<file path="src/rtl/io_uart_responder_pkg.sv">
// Shared constants for the IO-mapped UART: register offsets, STATUS bit
// positions and the 2-bit state encoding used by both serial FSMs.
package io_uart_pkg;

  localparam logic [3:0] OFF_DATA   = 4'h0;
  localparam logic [3:0] OFF_STATUS = 4'h4;
  localparam logic [3:0] OFF_DIV    = 4'h8;

  localparam int ST_TX_EMPTY  = 0;
  localparam int ST_TX_FULL   = 1;
  localparam int ST_RX_VALID  = 2;
  localparam int ST_RX_OVR    = 3;
  localparam int ST_TX_BUSY   = 4;
  localparam int ST_TX_OVF    = 5;
  localparam int ST_RX_FERR   = 6;
  localparam int ST_TX_CNT_LO = 8;   // tx_count occupies [11:8]

  typedef enum logic [1:0] {
    S_IDLE  = 2'd0,
    S_START = 2'd1,
    S_DATA  = 2'd2,
    S_STOP  = 2'd3
  } uart_state_e;

endpackage

</file>
<file path="src/rtl/io_uart_responder_if.sv">
// Core IO bus as seen by a memory-mapped responder.
//   master : the core (drives address/data/strobes, receives read data)
//   slave  : the peripheral (returns combinational read data)
interface io_uart_responder_if;
  logic [31:0] io_address;
  logic [31:0] io_write_value;
  logic [31:0] io_read_value;
  logic        io_write_en;
  logic        io_read_en;
  logic [2:0]  io_data_size;

  modport master (
    output io_address, io_write_value, io_write_en, io_read_en, io_data_size,
    input  io_read_value
  );

  modport slave (
    input  io_address, io_write_value, io_write_en, io_read_en, io_data_size,
    output io_read_value
  );
endinterface

</file>
<file path="src/rtl/io_uart_responder_tx_fifo.sv">
// Synchronous FIFO feeding the UART serializer.
//   push/din  : write one entry (caller guarantees space, or a same-cycle pop)
//   pop/dout  : dout shows the head; pop advances it (caller guarantees !empty)
//   full/empty/count : occupancy, count is one bit wider than the pointers
module io_uart_tx_fifo #(
  parameter  int DEPTH = 8,
  parameter  int WIDTH = 8,
  localparam int AW    = $clog2(DEPTH),
  localparam int CW    = AW + 1
) (
  input  logic             clk,
  input  logic             rst_n,
  input  logic             push,
  input  logic [WIDTH-1:0] din,
  input  logic             pop,
  output logic [WIDTH-1:0] dout,
  output logic             full,
  output logic             empty,
  output logic [CW-1:0]    count
);

  logic [WIDTH-1:0] mem [DEPTH];
  logic [AW-1:0]    wr_ptr, rd_ptr;

  // Storage carries no reset; occupancy alone decides what is valid.
  always_ff @(posedge clk) begin
    if (push) mem[wr_ptr] <= din;
  end

  // Pointers are exactly log2(DEPTH) wide, so they wrap on their own.
  always_ff @(posedge clk) begin
    if (!rst_n) begin
      wr_ptr <= '0;
      rd_ptr <= '0;
      count  <= '0;
    end else begin
      if (push) wr_ptr <= wr_ptr + AW'(1);
      if (pop)  rd_ptr <= rd_ptr + AW'(1);
      count <= count + CW'(push) - CW'(pop);
    end
  end

  assign dout  = mem[rd_ptr];
  assign full  = (count == CW'(DEPTH));
  assign empty = (count == '0);

endmodule

</file>
<file path="src/rtl/io_uart_responder.sv">
// Memory-mapped UART responder on the core IO bus.
//   clk, rst_n : clock, synchronous active-low reset
//   bus        : IO bus slave port (reads combinational, writes at posedge)
//   uart_tx    : serial out, idles high
//   uart_rx    : serial in, asynchronous (2-flop synchronized)
// Registers: 0x0 DATA (W: push TX byte, R: pop RX byte), 0x4 STATUS
// (R: flags, W1C sticky errors), 0x8 DIVISOR (clock cycles per bit).
module io_uart_responder
  import io_uart_pkg::*;
#(
  parameter logic [31:0] BASE_ADDR   = 32'h0000_1000,
  parameter int          TX_DEPTH    = 8,
  parameter logic [15:0] DEFAULT_DIV = 16'd868
) (
  input  logic                     clk,
  input  logic                     rst_n,
  io_uart_responder_if.slave       bus,
  output logic                     uart_tx,
  input  logic                     uart_rx
);

  localparam int CW = $clog2(TX_DEPTH) + 1;

  logic        sel;
  logic [3:0]  off;
  logic        wr_data, wr_stat, wr_div, rd_data;
  logic [15:0] divisor, div_eff, half_div;
  logic        tx_overflow, rx_overrun, rx_frame_err, rx_valid;
  logic [7:0]  rx_data;

  assign sel     = (bus.io_address[31:4] == BASE_ADDR[31:4]);
  assign off     = bus.io_address[3:0];
  assign wr_data = sel && bus.io_write_en && (off == OFF_DATA);
  assign wr_stat = sel && bus.io_write_en && (off == OFF_STATUS);
  assign wr_div  = sel && bus.io_write_en && (off == OFF_DIV);
  assign rd_data = sel && bus.io_read_en  && (off == OFF_DATA);

  // Access size is irrelevant: every register lives in the low bits.
  logic unused_bits;
  assign unused_bits = ^{bus.io_data_size, bus.io_write_value[31:16]};

  // A divisor of 0 runs like 1; the RX start-bit wait is never shorter than 1.
  assign div_eff  = (divisor == 16'd0) ? 16'd1 : divisor;
  assign half_div = (divisor[15:1] == 15'd0) ? 16'd1 : {1'b0, divisor[15:1]};

  // ---------------- TX FIFO ----------------
  logic          f_full, f_empty, tx_pop, push_ok;
  logic [7:0]    f_dout;
  logic [CW-1:0] f_count;

  // A full FIFO still takes a byte when the serializer drains one this cycle.
  assign push_ok = wr_data && (!f_full || tx_pop);

  io_uart_tx_fifo #(.DEPTH(TX_DEPTH), .WIDTH(8)) u_tx_fifo (
    .clk   (clk),
    .rst_n (rst_n),
    .push  (push_ok),
    .din   (bus.io_write_value[7:0]),
    .pop   (tx_pop),
    .dout  (f_dout),
    .full  (f_full),
    .empty (f_empty),
    .count (f_count)
  );

  // ---------------- TX serializer ----------------
  uart_state_e tx_state;
  logic [15:0] tx_cnt;
  logic [2:0]  tx_bit;
  logic [7:0]  tx_byte;

  // Pop from idle, or at the last cycle of STOP for a gapless next frame.
  assign tx_pop = !f_empty &&
                  ((tx_state == S_IDLE) || ((tx_state == S_STOP) && (tx_cnt == 16'd0)));

  always_ff @(posedge clk) begin
    if (!rst_n) begin
      tx_state <= S_IDLE;
      tx_cnt   <= '0;
      tx_bit   <= '0;
      tx_byte  <= '0;
      uart_tx  <= 1'b1;
    end else if (tx_pop) begin
      tx_state <= S_START;
      tx_byte  <= f_dout;
      tx_cnt   <= div_eff - 16'd1;
      uart_tx  <= 1'b0;
    end else begin
      case (tx_state)
        S_START:
          if (tx_cnt == 16'd0) begin
            tx_state <= S_DATA;
            tx_bit   <= '0;
            tx_cnt   <= div_eff - 16'd1;
            uart_tx  <= tx_byte[0];
          end else tx_cnt <= tx_cnt - 16'd1;
        S_DATA:
          if (tx_cnt == 16'd0) begin
            tx_cnt <= div_eff - 16'd1;
            if (tx_bit == 3'd7) begin
              tx_state <= S_STOP;
              uart_tx  <= 1'b1;
            end else begin
              tx_bit  <= tx_bit + 3'd1;
              uart_tx <= tx_byte[tx_bit + 3'd1];
            end
          end else tx_cnt <= tx_cnt - 16'd1;
        S_STOP:
          if (tx_cnt == 16'd0) tx_state <= S_IDLE;
          else                 tx_cnt   <= tx_cnt - 16'd1;
        default: tx_state <= S_IDLE;
      endcase
    end
  end

  // ---------------- RX deserializer ----------------
  logic        rx_meta, rx_sync;
  uart_state_e rx_state;
  logic [15:0] rx_cnt;
  logic [2:0]  rx_bit;
  logic [7:0]  rx_shift;
  logic        rx_done;

  assign rx_done = (rx_state == S_STOP) && (rx_cnt == 16'd0);

  always_ff @(posedge clk) begin
    if (!rst_n) begin
      rx_meta  <= 1'b1;
      rx_sync  <= 1'b1;
      rx_state <= S_IDLE;
      rx_cnt   <= '0;
      rx_bit   <= '0;
      rx_shift <= '0;
    end else begin
      rx_meta <= uart_rx;
      rx_sync <= rx_meta;
      case (rx_state)
        S_IDLE:
          if (!rx_sync) begin
            rx_state <= S_START;
            rx_cnt   <= half_div - 16'd1;
          end
        S_START:
          // Re-check the line mid start bit; a high level means a glitch.
          if (rx_cnt == 16'd0) begin
            if (rx_sync) rx_state <= S_IDLE;
            else begin
              rx_state <= S_DATA;
              rx_bit   <= '0;
              rx_cnt   <= div_eff - 16'd1;
            end
          end else rx_cnt <= rx_cnt - 16'd1;
        S_DATA:
          if (rx_cnt == 16'd0) begin
            rx_shift <= {rx_sync, rx_shift[7:1]};   // LSB arrives first
            rx_cnt   <= div_eff - 16'd1;
            if (rx_bit == 3'd7) rx_state <= S_STOP;
            else                rx_bit   <= rx_bit + 3'd1;
          end else rx_cnt <= rx_cnt - 16'd1;
        S_STOP:
          if (rx_cnt == 16'd0) rx_state <= S_IDLE;
          else                 rx_cnt   <= rx_cnt - 16'd1;
        default: rx_state <= S_IDLE;
      endcase
    end
  end

  // ---------------- Registers and sticky flags ----------------
  // Set conditions follow the clears so an error in the same cycle survives.
  always_ff @(posedge clk) begin
    if (!rst_n) begin
      divisor      <= DEFAULT_DIV;
      tx_overflow  <= 1'b0;
      rx_overrun   <= 1'b0;
      rx_frame_err <= 1'b0;
      rx_valid     <= 1'b0;
      rx_data      <= '0;
    end else begin
      if (wr_div) divisor <= bus.io_write_value[15:0];
      if (wr_stat) begin
        if (bus.io_write_value[ST_RX_OVR])  rx_overrun   <= 1'b0;
        if (bus.io_write_value[ST_TX_OVF])  tx_overflow  <= 1'b0;
        if (bus.io_write_value[ST_RX_FERR]) rx_frame_err <= 1'b0;
      end
      if (wr_data && !push_ok) tx_overflow <= 1'b1;
      if (rd_data) rx_valid <= 1'b0;
      if (rx_done) begin
        if (!rx_sync) rx_frame_err <= 1'b1;
        else if (!rx_valid || rd_data) begin
          rx_data  <= rx_shift;
          rx_valid <= 1'b1;
        end else rx_overrun <= 1'b1;
      end
    end
  end

  // ---------------- Read mux ----------------
  logic [31:0] rdata;

  always_comb begin
    rdata = '0;
    if (sel && bus.io_read_en) begin
      case (off)
        OFF_DATA: rdata[7:0] = rx_data;
        OFF_STATUS: begin
          rdata[ST_TX_EMPTY] = f_empty;
          rdata[ST_TX_FULL]  = f_full;
          rdata[ST_RX_VALID] = rx_valid;
          rdata[ST_RX_OVR]   = rx_overrun;
          rdata[ST_TX_BUSY]  = (tx_state != S_IDLE);
          rdata[ST_TX_OVF]   = tx_overflow;
          rdata[ST_RX_FERR]  = rx_frame_err;
          rdata[ST_TX_CNT_LO +: 4] = 4'(f_count);
        end
        OFF_DIV: rdata[15:0] = divisor;
        default: rdata = '0;
      endcase
    end
  end

  assign bus.io_read_value = rdata;

endmodule
</file>
<file path="src/flat_wrapper.sv">
// flat-port wrapper written by rule: the top's interface ports become plain ports
module io_uart_responder_flat import io_uart_pkg::*;
#(
  parameter logic [31:0] BASE_ADDR   = 32'h0000_1000,
  parameter int          TX_DEPTH    = 8,
  parameter logic [15:0] DEFAULT_DIV = 16'd868
)
  (clk, rst_n, uart_tx, uart_rx, bus_io_address, bus_io_write_value, bus_io_write_en, bus_io_read_en, bus_io_data_size, bus_io_read_value);
  io_uart_responder_if bus_i ();
  input  logic clk;
  input  logic rst_n;
  output logic uart_tx;
  input  logic uart_rx;
  input wire logic [$bits(bus_i.io_address)-1:0] bus_io_address;
  input wire logic [$bits(bus_i.io_write_value)-1:0] bus_io_write_value;
  input wire logic [$bits(bus_i.io_write_en)-1:0] bus_io_write_en;
  input wire logic [$bits(bus_i.io_read_en)-1:0] bus_io_read_en;
  input wire logic [$bits(bus_i.io_data_size)-1:0] bus_io_data_size;
  output wire logic [$bits(bus_i.io_read_value)-1:0] bus_io_read_value;
  assign bus_i.io_address = bus_io_address;
  assign bus_i.io_write_value = bus_io_write_value;
  assign bus_i.io_write_en = bus_io_write_en;
  assign bus_i.io_read_en = bus_io_read_en;
  assign bus_i.io_data_size = bus_io_data_size;
  assign bus_io_read_value = bus_i.io_read_value;
  io_uart_responder #(.BASE_ADDR(BASE_ADDR), .TX_DEPTH(TX_DEPTH), .DEFAULT_DIV(DEFAULT_DIV)) u_core (.clk(clk), .rst_n(rst_n), .bus(bus_i), .uart_tx(uart_tx), .uart_rx(uart_rx));
endmodule
</file>
<file path="config.mk">
export PLATFORM = sky130hd
export DESIGN_NAME = io_uart_responder_flat
export DESIGN_NICKNAME = d
export VERILOG_FILES = /design/src/rtl/io_uart_responder_pkg.sv /design/src/rtl/io_uart_responder_if.sv /design/src/rtl/io_uart_responder_tx_fifo.sv /design/src/rtl/io_uart_responder.sv /design/src/flat_wrapper.sv
export SDC_FILE = /design/constraint.sdc
export NUM_CORES = 1
export LEC_CHECK = 0
export BUFFER_PORTS_ARGS = -buffer_cell sky130_fd_sc_hd__buf_4
export CORE_ASPECT_RATIO = 0.7
export CORE_MARGIN = 1.5
export CORE_UTILIZATION = 40
export DETAILED_ROUTE_END_ITERATION = 12
export GPL_TIMING_DRIVEN = 0
export PLACE_DENSITY_LB_ADDON = 0.15
export SLEW_MARGIN = 40
export SYNTH_ARGS = -nofsm -noshare
export SYNTH_HDL_FRONTEND = slang
export SYNTH_HIERARCHICAL = 1
export SYNTH_SLANG_ARGS = --single-unit
export TNS_END_PERCENT = 10
</file>
<file path="constraint.sdc">
create_clock -name clk -period 4.4 [get_ports clk]
set_input_delay 0.66 -clock clk [delete_from_list [all_inputs] [get_ports clk]]
set_output_delay 0.66 -clock clk [all_outputs]
set_load 0.01 [all_outputs]
</file>
### Word-level counts from Yosys, hierarchy flattened

Memory sizes are Yosys's and may differ from the RTL's. A register that Yosys moved wholly into a read port is not among the register bits.
Cells that the tools add are included.

* add/subtract/negate cells: 10
* magnitude comparators: 1
* eq/ne operators: 31
* multiplexer cells: 64
* bitwise operators: 2
* reduce and logical (&&, ||, !) cells: 47

Operators by type and width (count)
* $mux W16: 10
* $pmux W16 S4: 1
* $sub A16 B1 Y16 const B: 4
* $logic_not A16 Y1: 3
* $pmux W16 S2: 1
* $eq A28 B9 Y1 const B: 1
* $mux W1: 24
* $mux W3: 7
* $pmux W7 S3: 1
* $mux W2: 10
* $logic_not A15 Y1: 1
* $mux W15: 1
* $reduce_and A5 Y1: 3
* $ne A2 B2 Y1 const B: 7
* $add A3 B1 Y3 const B: 4
* $ne A2 B1 Y1 const B: 6
* $pmux W3 S2: 2
* $logic_and A1 B1 Y1: 11
* $reduce_bool A2 Y1: 5
* $ne A3 B1 Y1 const B: 3
* $reduce_and A3 Y1: 3
* $eq A2 B2 Y1 const B: 4
* $eq A4 B4 Y1 const B: 2
* $logic_not A4 Y1: 2
* 22 further kinds: 39

* flip-flop bits (word level): 91
* RAM bits: 64
* logic and storage cells: 176
* memories: 1

Memory list
* u_core.u_tx_fifo.mem: depth 8, width 8, read ports 1, clocked after memory_dff 1, wr ports 1, line io_uart_responder_tx_fifo.sv:22 `logic [WIDTH-1:0] mem [DEPTH];`

### Logic depth before layout (Yosys ltp)

Gate-level depths: netlist of run 1.

* depth in word-level cells: 10
* mapped depth: 15
* mapped depth without buffers: 13

### Cells and area by module

Netlist of run 1, hierarchy kept.

Modules (own cells, without submodules)
* io_uart_responder: instances 1, cells an instance 747, area an instance 5906.9 µm², seq. area each 1781.7 µm²
* io_uart_tx_fifo: instances 1, cells an instance 161, area an instance 3115.5 µm², seq. area each 2182.1 µm²

### Worst setup path before layout of run 1

No wires, ideal clock.

* kind: register to register
* start point: reg u_core.tx_cnt[0]
* end point: mem u_core.u_tx_fifo.mem[0][0], enable pin
* arrival: 3.007 ns
* data required time: 4.017 ns
* setup slack: 1.009 ns
* stages on the path, launching flop included: 12
* buffers on the path: 2
* clock period less this slack: 3.391 ns
* cells stage by stage: dfxtp_1 inv_1 ha_1 nor4b_2 and3_1 clkbuf_1 a31oi_1 or2_2 clkbuf_1 a21oi_1 nand2b_1 nor3_1

* word-level cells in the longest chain between the ends: 8

RTL lines
* start, declared: line io_uart_responder.sv:68 `logic [15:0] tx_cnt;`
* start signal, assigned: line io_uart_responder.sv:86 `tx_cnt <= div_eff - 16'd1;`
* start signal, assigned: line io_uart_responder.sv:94 `tx_cnt <= div_eff - 16'd1;`
* start signal, assigned: line io_uart_responder.sv:96 `end else tx_cnt <= tx_cnt - 16'd1;`
* $logic_not A16 Y1: line io_uart_responder.sv:74 `((tx_state == S_IDLE) || ((tx_state == S_STOP) && (tx_cnt == 16'd0)));`
* $logic_and A1 B1 Y1: line io_uart_responder.sv:74
* $logic_or A1 B1 Y1: line io_uart_responder.sv:74
* $logic_and A1 B1 Y1: line io_uart_responder.sv:73 `assign tx_pop = !f_empty &&`
* $logic_or A1 B1 Y1: line io_uart_responder.sv:52 `assign push_ok = wr_data && (!f_full || tx_pop);`
* $logic_and A1 B1 Y1: line io_uart_responder.sv:52
* net u_core.push_ok: line io_uart_responder.sv:47 `logic f_full, f_empty, tx_pop, push_ok;`
* $mux W1: line io_uart_responder_tx_fifo.sv:27 `if (push) mem[wr_ptr] <= din;`
* $mux W1 (not written as such): line io_uart_responder_tx_fifo.sv:27
* end, declared: line io_uart_responder_tx_fifo.sv:22

The timed path passes the listed nets, and every way through them passes these cells.

### Worst setup path in the final report of run 1

* start point: reg u_core.tx_cnt[0]
* end point: mem u_core.u_tx_fifo.mem[2][1], enable pin

The elaborated chain is that of the path after synthesis.

==> impl_metrics.py, run 1 <==
metrics = {
    "run_status": {
        "status": "finished clean",
    },
    "route": {
        "vias": 7356,
        "drtIter0Drc": 690,
        "vias_per_cell": 5.63,
        "drtAntennaViolNets": 0,
        "finalWirelength_um": 25200,
        "drt-pass1-iter-count": 5,
        "wl_per_cell_um": 19.3,
        "post-route-drc-count": 0,
    },
    "yosys": {
        "muxShareOfSynthArea_pct": 11.4,
        "synth_area_leader_cell": "dfxtp_1",
        "yosys.area_share.xor_xnor_pct": 3.40,
        "synth.distinct_cells": 83,
        "yosys_most_used_dff": "dfxtp_1",
        "async_flop_share_pct": 0,
        "synth_top_area_share_pct": 22.6,
        "syn_area_um2": 9020,
        "seq_area_frac_synth_pct": 43.9,
        "avgSynthCellArea_um2": 9.94,
        "netlist_instances": 908,
        "synth_edf_count": 64,
        "yosys-top-cells-area": "dfxtp_1 (23%), edfxtp_1 (21%), mux2i_1 (4.8%), mux4_1 (4.4%), nand2_1 (3.6%)",
        "ys_warn_count": 6,
        "synth_seq_cells": 166,
        "synth_fa_ha_area_share_pct": 3.69,
        "synth_top_family_by_area": "simple AND/OR/NAND/NOR gates",
        "synth_compound_area_share_pct": 13.5,
        "synthSimpleGateAreaFrac_pct": 18.8,
    },
    "worst_setup_path": {
        "cp_common_cell": "clkbuf_1",
        "cpMaxStageDelayCell": "nor2_2",
        "cp_max_fo": 10,
        "slowest_delay_ps": 530,
        "start_kind": "flop",
        "crit_chain": "inv_1 -> ha_1 -> nor4b_2 -> and3_1 -> clkbuf_1 -> a31oi_1 -> or2_2 -> clkbuf_1 -> a21oi_1 -> nand2b_1 -> nor2_2",
        "crit_buf_inv": 3,
        "cp-end-kind": "flop",
        "critical_path_arrival_ps": 4110,
        "criticalPathCategory": "reg2reg",
        "path_delay_family": "simple AND/OR/NAND/NOR gates",
        "worstPathRequired_ps": 4470,
    },
    "clocking": {
        "cts_max_level": 4,
        "cts_tree": "yes",
        "clockRootBuffer": "clkbuf_16",
        "cts_buffers": 17,
        "clock-sinks": 166,
        "clockBufferDepth": 2,
        "clock_latency_ps": 440,
        "clkSlewWorstSetupHoldPaths_ps": 70,
        "post_cts_buffers": 0,
    },
    "global_route": {
        "grt_pass1_vias": 6862,
        "grt_max_degree": 18,
        "top_usage_layer": "met1",
        "met3_usage_pct": 6.09,
        "use_met1_pct": 34.3,
        "met2_usage_pct": 30.2,
        "antenna_found_initial": 1,
        "grt_pass1_wl_um": 39900,
        "gr-usage-all-layers_pct": 22.4,
        "overflow": 0,
    },
    "floorplan": {
        "start_util_pct": 41.2,
        "die_area_um2": 23500,
        "coreArea_um2": 21900,
        "die_h_um": 129,
        "io_pins": 105,
        "die_w_um": 183,
        "rows": 45,
    },
    "layout": {
        "seq_area_um2": 3960,
        "fin_cells": 1306,
        "final_nets": 1109,
        "fill_cells": 2083,
        "multi_input_area_um2": 4700,
        "drive_above_1_share_pct": 18.1,
        "area_growth_pct": 17.7,
        "final_common_cell": "dfxtp_1",
        "layout_common_cells": "dfxtp_1 (102), buf_4 (86), nand2_1 (86)",
        "diodes": 0,
    },
    "power": {
        "p_leak_uw": 0.00395,
        "peakVddDrop_uv": 284,
        "powerDensity_nw_per_um2": 576,
        "finalPower_uw": 6120,
    },
    "timing": {
        "relSlewSlack_pct": 43.4,
        "final.period_utilization_pct": 92.0,
        "fmax_mhz": 247,
        "setup_violations": 0,
        "slew_viol_final": 0,
        "fin_skew_ps": 13.1,
        "period_minus_slack_ps": 4050,
        "worstMarginPinSlew_ps": 848,
        "grt_setup_unrepaired": "yes",
        "final_hold_viol_count": 0,
    },
    "worst_hold_path": {
        "hold_class": "in2reg",
    },
    "placement": {
        "numPlacedInstances": 1274,
        "dp_hpwl_um": 18800,
        "io_buffers": 69,
        "place_congestion": 0.901,
    },
    "run": {
        "maxCapViolCount": 0,
    },
}
## kinds of logic after synthesis
kind of cell,Yosys count
fa+ha+maj,26
buf+inv,97
compound gates,181
simple gates,329
other cells,1
flops,166
mux,73
xor+xnor,35
## synth_stat cells, types with 22 or more instances
cell type	n
a21oi_1	55
clkbuf_1	37
dfxtp_1	102
edfxtp_1	64
ha_1	25
inv_1	22
mux2i_1	43
nand2_1	86
nand3_1	24
nor2_1	73
nor3_1	25
o21ai_0	33
## metal layers
metal  up-vias  share of wire (%)
met2       274                 39
met1      3512                 52
met3        27                7.4
met5         -                  0
li1       3543                  -
met4         0                1.4
## final timing paths
check,cells past startpoint,slack (ps),to,start
setup reg to reg,11,350,u_core/u_tx_fifo/mem[2][1],u_core/tx_cnt[0]
hold / removal,2,410,u_core/rx_meta,uart_rx
hold reg to reg,1,410,u_core/rx_sync,u_core/rx_meta
setup / recovery,11,350,u_core/u_tx_fifo/mem[2][1],u_core/tx_cnt[0]
## flip-flops by register name, indices dropped and copies added (netlist names), named ones only
signal	cells
u_core/u_tx_fifo/mem	64
u_core/divisor	16
u_core/rx_cnt	16
u_core/tx_cnt	16
u_core/rx_data	8
u_core/rx_shift	8
u_core/tx_byte	8
u_core/u_tx_fifo/count	4
u_core/rx_bit	3
u_core/tx_bit	3
u_core/u_tx_fifo/rd_ptr	3
u_core/u_tx_fifo/wr_ptr	3
u_core/tx_state	2
u_core/rx_frame_err	1
u_core/rx_meta	1
u_core/rx_overrun	1
u_core/rx_state	1
u_core/rx_sync	1
u_core/rx_valid	1
u_core/tx_overflow	1
u_core/uart_tx	1
## power breakdown
group | internal (µW) | leakage (µW) | switching [µW]
sequential | 1790 | 0.00141 | 191
clock | 850 | 0.000294 | 677
combinational | 1060 | 0.00225 | 1560
total | 3700 | 0.00395 | 2420
## metrics by stage
stage,util [%],setup slack [ps],hold WS [ps],setup TNS (ps),instance area (µm²)
final,48.5,354,406,0,10600
after global routing,48.5,-27.2,402,-118,10600
after CTS,48.3,157,383,0,10600
after detailed placement,45.5,194,397,0,9970
after global placement,45.4,-145,388,-1670,9950
after floorplan,-,1010,386,0,9080
## cell type report
class | count | share of cell area [%]
Multi-Input combinational cell | 660 | 44.3
Sequential cell | 166 | 37.3
Timing Repair Buffer | 69 | 4.88
Clock buffer | 20 | 4.41
Buffer | 73 | 3.64
Tap cell | 282 | 3.32
Clock inverter | 12 | 1.30
Inverter | 24 | 0.849
## timing repair
action                                  in CTS  in global routing
resized for setup                            0                  1
endpoints found under the setup margin       0                  9
hold buffers                                 0                  0
(Power assumes the default switching activity.)
==> run 2, diff against run 1 <==
--- a/config.mk
+++ b/config.mk
@@ -10,8 +10,10 @@
 export CORE_MARGIN = 1.5
 export CORE_UTILIZATION = 40
 export DETAILED_ROUTE_END_ITERATION = 12
+export GPL_ROUTABILITY_DRIVEN = 0
 export GPL_TIMING_DRIVEN = 0
 export PLACE_DENSITY_LB_ADDON = 0.15
+export RECOVER_POWER = 50
 export SLEW_MARGIN = 40
 export SYNTH_ARGS = -nofsm -noshare
 export SYNTH_HDL_FRONTEND = slang
==> constraint.sdc (replaced) <==
create_clock -name clk -period 4.4 [get_ports clk]
set_input_delay 0.88 -clock clk [delete_from_list [all_inputs] [get_ports clk]]
set_output_delay 0.88 -clock clk [all_outputs]
set_load 0.01 [all_outputs]
==> impl_metrics.py, run 2 (synthesis gave the netlist of run 1 again) <==
metrics = {
    "run_status": {
        "status": "finished clean",
    },
    "layout": {
        "fin_cells": 1306,
        "drive_above_1_share_pct": 16.4,
        "final_common_cell": "dfxtp_1",
        "final_nets": 1109,
        "layout_common_cells": "dfxtp_1 (102), nand2_1 (86), buf_4 (76)",
        "top_register": "u_core/u_tx_fifo/mem",
        "area_growth_pct": 16.9,
        "largest_register_ffs": 64,
        "diodes": 0,
    },
    "timing": {
        "setup_tns_ps": 0,
        "period_minus_slack_ps": 4100,
        "fmax_mhz": 244,
        "final.period_utilization_pct": 93.3,
        "worstMarginPinSlew_ps": 872,
        "relSlewSlack_pct": 41.8,
        "setup_ws_ps": 296,
        "setup_violations": 0,
        "fin_skew_ps": 14.6,
        "grt_setup_unrepaired": "yes",
        "final_hold_viol_count": 0,
        "slew_viol_final": 0,
    },
    "power": {
        "powerDensity_nw_per_um2": 577,
        "switching_share_pct": 39.6,
        "switchingPower_uw": 2410,
        "internal-power_uw": 3670,
        "seq_power_share_pct": 32.5,
        "comb_power_share_pct": 42.4,
        "peakVddDrop_uv": 284,
        "finalPower_uw": 6080,
        "p_leak_uw": 0.00390,
        "p_clk_share_pct": 25.1,
    },
    "worst_setup_path": {
        "worstPathRequired_ps": 4730,
        "cp-end-kind": "flop",
        "cp_max_fo": 13,
        "critical_path_arrival_ps": 4440,
        "criticalPathCategory": "reg2reg",
        "start_kind": "flop",
    },
    "global_route": {
        "grt_max_degree": 18,
        "grt_pass1_vias": 6862,
        "grt_pass1_wl_um": 39900,
        "overflow": 0,
        "antenna_found_initial": 1,
        "gr-usage-all-layers_pct": 22.4,
    },
    "worst_hold_path": {
        "hold_class": "reg2reg",
    },
    "run": {
        "maxCapViolCount": 0,
    },
    "clocking": {
        "clock_latency_ps": 440,
        "clockRootBuffer": "clkbuf_16",
        "clockBufferDepth": 2,
        "clock-sinks": 166,
        "cts_max_level": 4,
        "clkSlewWorstSetupHoldPaths_ps": 70,
        "cts_buffers": 17,
        "post_cts_buffers": 0,
        "cts_tree": "yes",
    },
    "placement": {
        "io_buffers": 69,
        "pre_cts_slack_ps": 194,
        "numPlacedInstances": 1274,
        "dp_hpwl_um": 18800,
    },
    "floorplan": {
        "die_area_um2": 23500,
        "io_pins": 105,
        "start_util_pct": 41.2,
        "die_w_um": 183,
        "rows": 45,
        "coreArea_um2": 21900,
        "die_h_um": 129,
    },
    "route": {
        "drtIter0Drc": 746,
        "vias": 7397,
        "wl_per_cell_um": 19.4,
        "vias_per_cell": 5.66,
        "post-route-drc-count": 0,
        "drt-pass1-iter-count": 5,
        "finalWirelength_um": 25300,
        "drtAntennaViolNets": 0,
    },
}
[run 2: changes by cell type in the layout (fill, tap and decap cells not counted), sizes merged]
cell / delta
buf: -15
clkbuf: +15
[run 2: final timing paths]
check	startpoint	to	slack [ps]	cells after the start
hold / removal	u_core/rx_meta	u_core/rx_sync	410	1
setup / recovery	u_core/tx_cnt[0]	u_core/u_tx_fifo/count[2]	300	15
setup reg to reg	u_core/tx_cnt[0]	u_core/u_tx_fifo/count[2]	300	15
hold reg to reg	u_core/rx_meta	u_core/rx_sync	410	1
[run 2: power groups by stage]
stage          Clock, µW  Sequential [µW]  Combinational, µW
4_1_cts             1560             1970               2570
5_1_grt             1620             2000               2860
3_3_place_gp           0             2000               2550
6_report            1530             1980               2580
3_5_place_dp           0             2000               2560
2_1_floorplan          0             1950               1950
[run 2: stage by stage]
stage / util, % / hold slack, ps / area, µm²
after floorplan: - / 386 / 9080
after global placement: 45.4 / 388 / 9950
after detailed placement: 45.5 / 397 / 9970
after CTS: 48.3 / 414 / 10600
after global routing: 48.1 / 432 / 10500
final: 48.1 / 410 / 10500
[run 2: what timing repair did]
item,in CTS,in global routing
gates resized for setup,0,1
hold buffers,0,0
setup endpoints to repair,0,9
[run 2: worst max-delay path, stage by stage (launching register included)]
cell	delay, ps
dfxtp_1	320
inv_1	90
ha_1	210
nor4b_2	420
and3_1	220
clkbuf_1	260
a31oi_1	150
or2_2	320
inv_1	90
clkbuf_1	660
ha_1	250
inv_1	40
ha_1	200
fa_1	420
xor2_1	170
and2_1	150
[run 2: cell type report]
| type | instances | area [µm²] |
|---|---|---|
| buffer | 73 | 382 |
| clock buffer | 20 | 468 |
| clock inverter | 12 | 138 |
| fill | 2100 | 11400 |
| inverter | 24 | 90.1 |
| multi-input combinational | 660 | 4670 |
| sequential | 166 | 3960 |
| tap | 282 | 353 |
| timing repair buffer | 69 | 484 |
[run 2: metal layers]
layer	up-vias	global-route usage [%]	share of wire, %
met3	25	6.09	7.5
met4	0	6.66	1.3
met2	289	30.2	39
met5	-	0	0
met1	3537	34.3	52
li1	3546	-	-
